`src/rtl/daq_pkg.sv`:
```
// daq_pkg: shared widths and FSM state encoding for the ADC readout sequencer.
//   DATA_W  - ADC sample width
//   CH_W    - channel index width
//   ST_*    - readout state encoding
package daq_pkg;
    localparam int DATA_W = 16;
    localparam int CH_W   = 3;
    typedef logic [2:0] state_t;
    localparam state_t ST_IDLE    = 3'd0;
    localparam state_t ST_CONV    = 3'd1;
    localparam state_t ST_WAIT_HI = 3'd2;
    localparam state_t ST_WAIT_LO = 3'd3;
    localparam state_t ST_RD_LOW  = 3'd4;
    localparam state_t ST_RD_HIGH = 3'd5;
    localparam state_t ST_PUSH    = 3'd6;
endpackage

```
`src/rtl/daq_sync2.sv`:
```
// daq_sync2: two-flop synchronizer for a single asynchronous input.
//   clk_i   - destination clock
//   reset_i - asynchronous active-high reset, clears both flops
//   d       - asynchronous input
//   q       - synchronized output
module daq_sync2 (
    input  logic clk_i,
    input  logic reset_i,
    input  logic d,
    output logic q
);
    logic meta;
    always_ff @(posedge clk_i or posedge reset_i)
        if (reset_i) {q, meta} <= 2'b00;
        else {q, meta} <= {meta, d};
endmodule

```
`src/rtl/adc_readout_seq.sv`:
```
// adc_readout_seq: periodic frame sequencer for a parallel-bus ADC with valid/ready sample output.
//   clk_i, reset_i       - clock, asynchronous active-high reset
//   en_i                 - enables frame ticks (a running frame always completes)
//   clear_i              - clears sticky overrun_o/timeout_o
//   busy_i, db_i         - ADC busy (asynchronous) and data bus
//   conv_n_o, cs_n_o, rd_n_o - ADC conversion start, chip select, read strobe (active-low)
//   sample_o, chan_o, valid_o, ready_i - sample stream handshake
//   frame_done_o         - one-cycle pulse after the last channel is accepted
//   overrun_o, timeout_o - sticky error flags
module adc_readout_seq
    import daq_pkg::*;
#(
    parameter int NUM_CH          = 8,
    parameter int PERIOD_CYCLES   = 1000,
    parameter int CONV_LOW_CYCLES = 10,
    parameter int RD_LOW_CYCLES   = 4,
    parameter int RD_HIGH_CYCLES  = 2,
    parameter int BUSY_TIMEOUT    = 500
) (
    input  logic              clk_i,
    input  logic              reset_i,
    input  logic              en_i,
    input  logic              clear_i,
    input  logic              busy_i,
    input  logic [DATA_W-1:0] db_i,
    output logic              conv_n_o,
    output logic              cs_n_o,
    output logic              rd_n_o,
    output logic [DATA_W-1:0] sample_o,
    output logic [CH_W-1:0]   chan_o,
    output logic              valid_o,
    input  logic              ready_i,
    output logic              frame_done_o,
    output logic              overrun_o,
    output logic              timeout_o
);
    logic            busy_s;
    logic            tick;
    logic            last;
    logic            to;
    logic [31:0]     per_cnt;
    logic [31:0]     cnt;
    logic [CH_W-1:0] ch;
    state_t          state;
    state_t          nxt;

    daq_sync2 u_sync (
        .clk_i  (clk_i),
        .reset_i(reset_i),
        .d      (busy_i),
        .q      (busy_s)
    );

    // Tick is registered so the first conversion starts PERIOD_CYCLES+1 cycles after enable.
    always_ff @(posedge clk_i or posedge reset_i)
        if (reset_i) begin
            per_cnt <= '0;
            tick    <= 1'b0;
        end else begin
            per_cnt <= (!en_i || per_cnt == PERIOD_CYCLES - 1) ? '0 : per_cnt + 1;
            tick    <= en_i && per_cnt == PERIOD_CYCLES - 1;
        end

    assign last = ch == CH_W'(NUM_CH - 1);

    always_comb begin
        nxt = state;
        to  = 1'b0;
        case (state)
            ST_IDLE:    nxt = tick ? ST_CONV : ST_IDLE;
            ST_CONV:    if (cnt == CONV_LOW_CYCLES - 1) nxt = ST_WAIT_HI;
            ST_WAIT_HI:
                if (busy_s) nxt = ST_WAIT_LO;
                else if (cnt == BUSY_TIMEOUT - 1) begin
                    nxt = ST_IDLE;
                    to  = 1'b1;
                end
            ST_WAIT_LO:
                if (!busy_s) nxt = ST_RD_LOW;
                else if (cnt == BUSY_TIMEOUT - 1) begin
                    nxt = ST_IDLE;
                    to  = 1'b1;
                end
            ST_RD_LOW:  if (cnt == RD_LOW_CYCLES - 1) nxt = ST_PUSH;
            ST_PUSH:    if (ready_i) nxt = last ? ST_IDLE : ST_RD_HIGH;
            ST_RD_HIGH: if (cnt == RD_HIGH_CYCLES - 1) nxt = ST_RD_LOW;
            default:    nxt = ST_IDLE;
        endcase
    end

    // The shared phase counter restarts on every state change; it is parked in untimed states.
    always_ff @(posedge clk_i or posedge reset_i)
        if (reset_i) begin
            state        <= ST_IDLE;
            cnt          <= '0;
            ch           <= '0;
            sample_o     <= '0;
            chan_o       <= '0;
            frame_done_o <= 1'b0;
            overrun_o    <= 1'b0;
            timeout_o    <= 1'b0;
        end else begin
            state <= nxt;
            cnt   <= (nxt != state || state == ST_IDLE || state == ST_PUSH) ? '0 : cnt + 1;
            if (state == ST_IDLE && tick) ch <= '0;
            else if (state == ST_PUSH && ready_i && !last) ch <= ch + 1'b1;
            if (state == ST_RD_LOW && nxt == ST_PUSH) begin
                sample_o <= db_i;
                chan_o   <= ch;
            end
            frame_done_o <= state == ST_PUSH && ready_i && last;
            overrun_o    <= (tick && state != ST_IDLE) || (overrun_o && !clear_i);
            timeout_o    <= to || (timeout_o && !clear_i);
        end

    assign conv_n_o = state != ST_CONV;
    assign rd_n_o   = state != ST_RD_LOW;
    assign cs_n_o   = !(state == ST_RD_LOW || state == ST_PUSH || state == ST_RD_HIGH);
    assign valid_o  = state == ST_PUSH;
endmodule

```
`config.mk`:
```
export PLATFORM = sky130hd
export DESIGN_NAME = adc_readout_seq
export DESIGN_NICKNAME = d
export VERILOG_FILES = /design/src/rtl/daq_pkg.sv /design/src/rtl/daq_sync2.sv /design/src/rtl/adc_readout_seq.sv
export SDC_FILE = /design/constraint.sdc
export NUM_CORES = 1
export LEC_CHECK = 0
export ABC_AREA = 1
export BUFFER_PORTS_ARGS = -buffer_cell sky130_fd_sc_hd__buf_4
export CORE_MARGIN = 3
export CORE_UTILIZATION = 40
export CTS_BUF_LIST = sky130_fd_sc_hd__clkbuf_8 sky130_fd_sc_hd__clkbuf_16
export CTS_CLUSTER_DIAMETER = 150
export DETAILED_ROUTE_END_ITERATION = 8
export PLACE_DENSITY = 0.55
export SLEW_MARGIN = 20
export SYNTH_ARGS = -nofsm -noshare
export SYNTH_HDL_FRONTEND = slang
export SYNTH_SLANG_ARGS = --single-unit
export TNS_END_PERCENT = 20
```
`constraint.sdc`:
```
create_clock -name clk_i -period 2.6 [get_ports clk_i]
set_clock_uncertainty 0.05 [all_clocks]
set_input_delay 0.13 -clock clk_i [delete_from_list [all_inputs] [get_ports clk_i]]
set_output_delay 0.13 -clock clk_i [all_outputs]
set_load 0.02 [all_outputs]
```
After elaboration in Yosys (flattened, before gate mapping)
Cells that the tools add are included.
{"block": "totals", "register_bits": 95, "input_bits": 22, "out_inout_bits": 26, "elab_cells": 72}
{"block": "op_classes", "n_addsub": 3, "n_eq_ne": 16, "mux": 18, "reduce_logical": 23}
{"operator": "32-bit by 1-bit adder with 32-bit output, second input constant", "n": 2}
{"operator": "32-bit 2-to-1 mux", "n": 2}
{"operator": "32-bit by 1-bit == test with 1-bit output, second input constant", "n": 1}
{"operator": "32-bit by 10-bit == test with 1-bit output, second input constant", "n": 1}
{"operator": "32-bit by 2-bit == test with 1-bit output, second input constant", "n": 1}
{"operator": "32-bit by 4-bit == test with 1-bit output, second input constant", "n": 1}
{"operator": "32-bit by 9-bit == test with 1-bit output, second input constant", "n": 1}
{"operator": "3-bit 2-to-1 mux", "n": 10}
{"operator": "3-bit one-hot mux with 7 select lines", "n": 1}
{"operator": "3-bit == test, second input constant", "n": 5}
{"operator": "1-bit logical AND", "n": 9}
{"operator": "1-bit logical OR", "n": 7}
{"operator": "3-bit by 2-bit == test with 1-bit output, second input constant", "n": 2}
{"operator": "1-bit zero test", "n": 4}
{"operator": "1-bit 2-to-1 mux", "n": 4}
{"operator": "3-bit by 1-bit adder with 3-bit output, second input constant", "n": 1}
{"operator": "3-bit by 1-bit == test with 1-bit output, second input constant", "n": 1}
{"operator": "3-bit zero test", "n": 1}
{"operator": "3-bit by 1-bit inequality test with 1-bit output, second input constant", "n": 1}
{"operator": "3-bit inequality test", "n": 1}
{"operator": "3-bit inequality test, second input constant", "n": 1}
{"operator": "3-bit nonzero test", "n": 1}
{"operator": "1-bit one-hot mux with 2 select lines", "n": 1}
{"operator": "2-bit nonzero test", "n": 1}

Logic depth before layout (Yosys ltp)
{"block": "logic_depth", "ltp_word": 8, "mapped_depth": 15, "depth_no_buf": 13}

Hierarchy
Synthesis repeated with hierarchy kept, for this count alone.
{"block": "unflattened", "hier_cells": 638, "area_unflattened_um2": 5395.2}
{"module": "adc_readout_seq", "n_inst": 1, "cells_per_inst": 635, "area_each_um2": 5341.4, "seq_area_each_um2": 2327.2}
{"module": "daq_sync2", "n_inst": 1, "cells_per_inst": 3, "area_each_um2": 53.8, "seq_area_each_um2": 50.0}

Worst setup path before layout
OpenSTA, ideal clock, no wires.
{"block": "synth_path", "path_kind": "reg-to-reg", "startpoint": "register per_cnt[0]", "endpoint": "register per_cnt[22]", "setup_time_ns": 0.120, "arrival_ns": 1.627, "required_time_ns": 2.430, "setup_slack_ns": 0.803, "stages_incl_launch_ff": 13, "n_path_buf": 0, "synth_period_minus_slack_ns": 1.797, "path_cell_list": "dfrtp_1 > ha_1 > nand2_1 > nor2_2 > nand2_2 > nor2_2 > nand2_1 > nor3_2 > nand2_1 > nor2_1 > inv_1 > o21ai_0 > nor2_1"}
{"block": "synth_between", "elab_chain_len": 3, "elab_cells_between_ends": 4, "classes_between": "1 x add/sub; 1 x eq/ne; 1 x mux; 1 x reduce/logical"}
{"item": "start: declaration", "line_no": "adc_readout_seq.sv:41", "text": "logic [31:0] per_cnt;"}
{"item": "start signal: assignment", "line_no": "adc_readout_seq.sv:60", "text": "per_cnt <= (!en_i || per_cnt == PERIOD_CYCLES - 1) ? '0 : per_cnt + 1;"}
{"item": "parallel branches: the longest is 2 deep, another holds 32-bit by 1-bit adder with 32-bit output"}
{"item": "32-bit 2-to-1 mux (*)", "line_no": "adc_readout_seq.sv:60"}
Mark *: on every way between the ends.
A chain may end at the register's enable or synchronous reset.

Final worst setup path
{"block": "layout_path", "startpoint": "register cnt[17]", "endpoint": "register cnt[0]"}
{"block": "layout_between", "elab_chain_len": 8, "elab_cells_between_ends": 15, "classes_between": "5 x eq/ne; 8 x mux; 2 x reduce/logical"}
{"item": "start: declaration", "line_no": "adc_readout_seq.sv:42", "text": "logic [31:0] cnt;"}
{"item": "start signal: assignment", "line_no": "adc_readout_seq.sv:104", "text": "cnt <= (nxt != state || state == ST_IDLE || state == ST_PUSH) ? '0 : cnt + 1;"}
{"item": "32-bit by 9-bit == test with 1-bit output", "line_no": "adc_readout_seq.sv:74, adc_readout_seq.sv:80"}
{"item": "3-bit 2-to-1 mux", "line_no": "adc_readout_seq.sv:74, adc_readout_seq.sv:80"}
{"item": "3-bit 2-to-1 mux (on tied branches)", "line_no": "adc_readout_seq.sv:79, adc_readout_seq.sv:73"}
{"item": "3-bit one-hot mux with 7 select lines (*)", "line_no": "adc_readout_seq.sv:69", "text": "case (state)"}
{"item": "net nxt[1]", "line_no": "adc_readout_seq.sv:45", "text": "state_t nxt;"}
{"item": "3-bit inequality test (*)", "line_no": "adc_readout_seq.sv:104"}
{"item": "1-bit logical OR (*) (2 in a row)", "line_no": "adc_readout_seq.sv:104"}
{"item": "32-bit 2-to-1 mux (*)", "line_no": "adc_readout_seq.sv:104"}
The timed path passes the listed nets; every way through them passes the cells marked *.

==> impl_metrics.json <==
{
  "status": "completed",
  "place.gp.congestion": 0.9521,
  "antenna_found_initial": 0,
  "utilization_pct": 50.07,
  "final_common_cell": "nand2_1",
  "ant_nets": 0,
  "setup-violations-final": 0,
  "drt_first_iter_violations": 216,
  "grt.total_usage_pct": 18.14,
  "fin_crit_sh_pct": 85.19,
  "cp_slowest_cell": "dfrtp_1",
  "nets": 736,
  "ys.warnings.count": 0,
  "cp_slowest_stage_delay_ps": 430,
  "grt_first_pass_wirelength_um": 21520,
  "cts_made_buffers": 9,
  "num_rows": 41,
  "cts.htree.levels": 3,
  "drv_cap": 0,
  "core_area_um2": 12880,
  "synth_fa_ha_area_share_pct": 1.160,
  "synth_compound_area_share_pct": 3.760,
  "crit_end": "cnt[0]",
  "layout_common_cells": "114 x nand2_1, 95 x dfrtp_1, 81 x nor2_1",
  "synthCells": 637,
  "start_kind": "flop",
  "grt_pass1_vias": 4558,
  "first_pass_iters": 4,
  "rsz0062_at_grt": "false",
  "netlist_area_um2": 5391,
  "area_growth_pct": 19.59,
  "tightest_slew_ps": 605.6,
  "path_cells": "inv_2, nand2_1, nor2_1, nand2_1, nor2_4, nand2_2, nand2_2, nand2_2, nor2_4, nand2_2, nand2_2, nand3_4, buf_12, nor3_1",
  "path_delay_family": "simple AND/OR/NAND/NOR gates",
  "clkTransAtPathRegs_ps": 70,
  "route.vias.total": 4412,
  "synth_cell_types": 35,
  "cp_common_cell": "nand2_2",
  "path_buf_inv": 2,
  "cp-startpoint": "cnt[17]",
  "viasPerCell": 4.980,
  "die_area_um2": 14910,
  "dp_hpwl_um": 9314,
  "port-buffer-count": 47,
  "powerDensity_nw_per_um2": 737.7,
  "r2r_cells": 14,
  "drc": 0,
  "crit-reg2reg-launch": "cnt[17]",
  "crit_type": "reg2reg",
  "hold_slack_ps": 42.54,
  "hold_viol_final": 0,
  "syn_nets": 664,
  "dp_cells": 850,
  "synthSimpleGateAreaFrac_pct": 33.95,
  "multi_input_area_um2": 2635,
  "critical_path_required_ps": 2830,
  "wl_um": 12560,
  "instances_no_fill": 886,
  "insertion_delay_ps": 360,
  "n_antenna_cell": 0,
  "ys_ff_latch": 95,
  "peakVddDrop_uv": 609.7,
  "io_pins": 48,
  "post_cts_buffers": 0,
  "fillCellCount": 1258,
  "path_max_fanout": 17,
  "tns_ps": 0,
  "avgSynthCellArea_um2": 8.464,
  "cts.sinks": 95,
  "wl_per_cell_um": 14.18,
  "worstSetupPathDepth": 14,
  "crit_path_end_kind": "flop",
  "start_util_pct": 41.87,
  "r2r_slack_ps": 390,
  "clockBufferDepth": 2,
  "chipHeight_um": 122.1,
  "synth_top_family_by_area": "simple AND/OR/NAND/NOR gates",
  "min_period_ps": 2215,
  "cts_tree": "yes",
  "cts_root_buf": "clkbuf_16",
  "regArea_um2": 2377,
  "ys_seq_area_share_pct": 44.09,
  "die_x_um": 122.1,
  "hp-class": "in2reg",
  "power.leakage_nw": 2.643,
  "layout-drive-gt1-share_pct": 21.29,
  "reg2reg_to": "cnt[0]",
  "max_freq_ghz": 0.4515,
  "synthMuxAreaShare_pct": 3.342,
  "grt_max_degree": 78,
  "yosys.area_share.xor_xnor_pct": 6.660,
  "arrival_ps": 2440,
  "slew_headroom_pct": 59.25,
  "overflow": 0,
  "slew_viol_final": 0
}
[power breakdown]
part | internal, mW | switching (mW)
Sequential | 1.69 | 0.148
Combinational | 0.601 | 0.982
Clock | 0.702 | 0.635
Total | 2.99 | 1.77
[layer usage]
| layer | up-vias | wire length, um | track usage, % |
|---|---|---|---|
| met4 | 0 | 163 | 4.479 |
| li1 | 2232 | - | - |
| met2 | 57 | 6484 | 31.35 |
| met1 | 2109 | 5520 | 22.65 |
| met5 | - | 0 | 0 |
| met3 | 14 | 392 | 4.735 |
[flip-flops by register name, indices dropped and copies added (netlist names)]
name          flops
u_sync.q          1
tick              1
cnt              32
u_sync.meta       1
ch                3
frame_done_o      1
state             3
timeout_o         1
per_cnt          32
sample_o         16
overrun_o         1
chan_o            3
[cells by family after synthesis]
group,after synthesis
buf+inv,87
compound gates,38
mux,16
xor+xnor,41
simple gates,355
flops,95
fa+ha+maj,5
[what timing repair did]
item                                   in CTS  in global routing
gates resized for setup                     0                  0
hold buffers                               20                  0
endpoints found under the hold margin      38                  0
[how the worst min path moves through the flow]
| stage | cells after the start | endpoint | startpoint |
|---|---|---|---|
| floorplan | 0 | u_sync.meta | busy_i |
| detailed placement | 2 | sample_o[15] | reset_i |
| CTS | 3 | frame_done_o | ready_i |
| global route | 3 | frame_done_o | ready_i |
| global placement | 2 | sample_o[15] | reset_i |
| finish | 3 | frame_done_o | ready_i |
[through the flow]
stage | total power, mW | worst slack [ps] | area [um^2]
CTS | 4.816 | 343.1 | 6447
global route | 5.018 | 153.2 | 6447
finish | 4.756 | 385.1 | 6447
detailed placement | 3.433 | 382.2 | 5948
floorplan | 2.966 | 803.1 | 5395
global placement | 3.405 | 413.8 | 5948
[final cells by class]
class | instances | area share (%)
tap | 172 | 3.338
clock inverter | 6 | 0.9315
sequential | 95 | 36.87
timing repair buffer | 73 | 9.858
inverter | 75 | 4.425
clock buffer | 10 | 3.707
multi-input combinational | 455 | 40.87
[worst min-delay path, delay by kind of cell]
kind                   cells  cell delay, ps
and+or+nand+nor            1              70
buffers and inverters      2             210
[synth_stat cells]
library cell | count | area, um^2
or2_2 | 1 | 6.260
nand3_4 | 2 | 35.03
o221a_2 | 1 | 11.26
a31oi_1 | 2 | 12.51
nor3_4 | 1 | 16.27
nor3b_1 | 2 | 15.01
and3_1 | 2 | 12.51
nor3b_2 | 1 | 12.51
xnor2_1 | 9 | 78.83
o21ai_1 | 3 | 15.01
nor2_1 | 81 | 304.0
nor2_4 | 3 | 33.78
ha_1 | 5 | 62.56
o22ai_1 | 1 | 6.260
mux2_2 | 16 | 180.2
buf_2 | 3 | 15.01
inv_1 | 69 | 259.0
nor3_1 | 51 | 255.2
nor3_2 | 34 | 340.3
buf_1 | 2 | 7.510
buf_4 | 1 | 7.510
nor2_2 | 7 | 43.79
nand2_2 | 9 | 56.30
o21bai_1 | 1 | 7.510
xor2_1 | 32 | 280.3
dfrtp_1 | 95 | 2377
nor4_1 | 6 | 37.54
o21ai_0 | 17 | 85.08
nand4_1 | 19 | 118.9
buf_6 | 6 | 67.56
a21oi_1 | 13 | 65.06
nand3_2 | 1 | 10.01
nand2_1 | 114 | 427.9
inv_2 | 6 | 22.52
nand3_1 | 21 | 105.1
No activity file was read; power rests on OpenSTA's default activity.
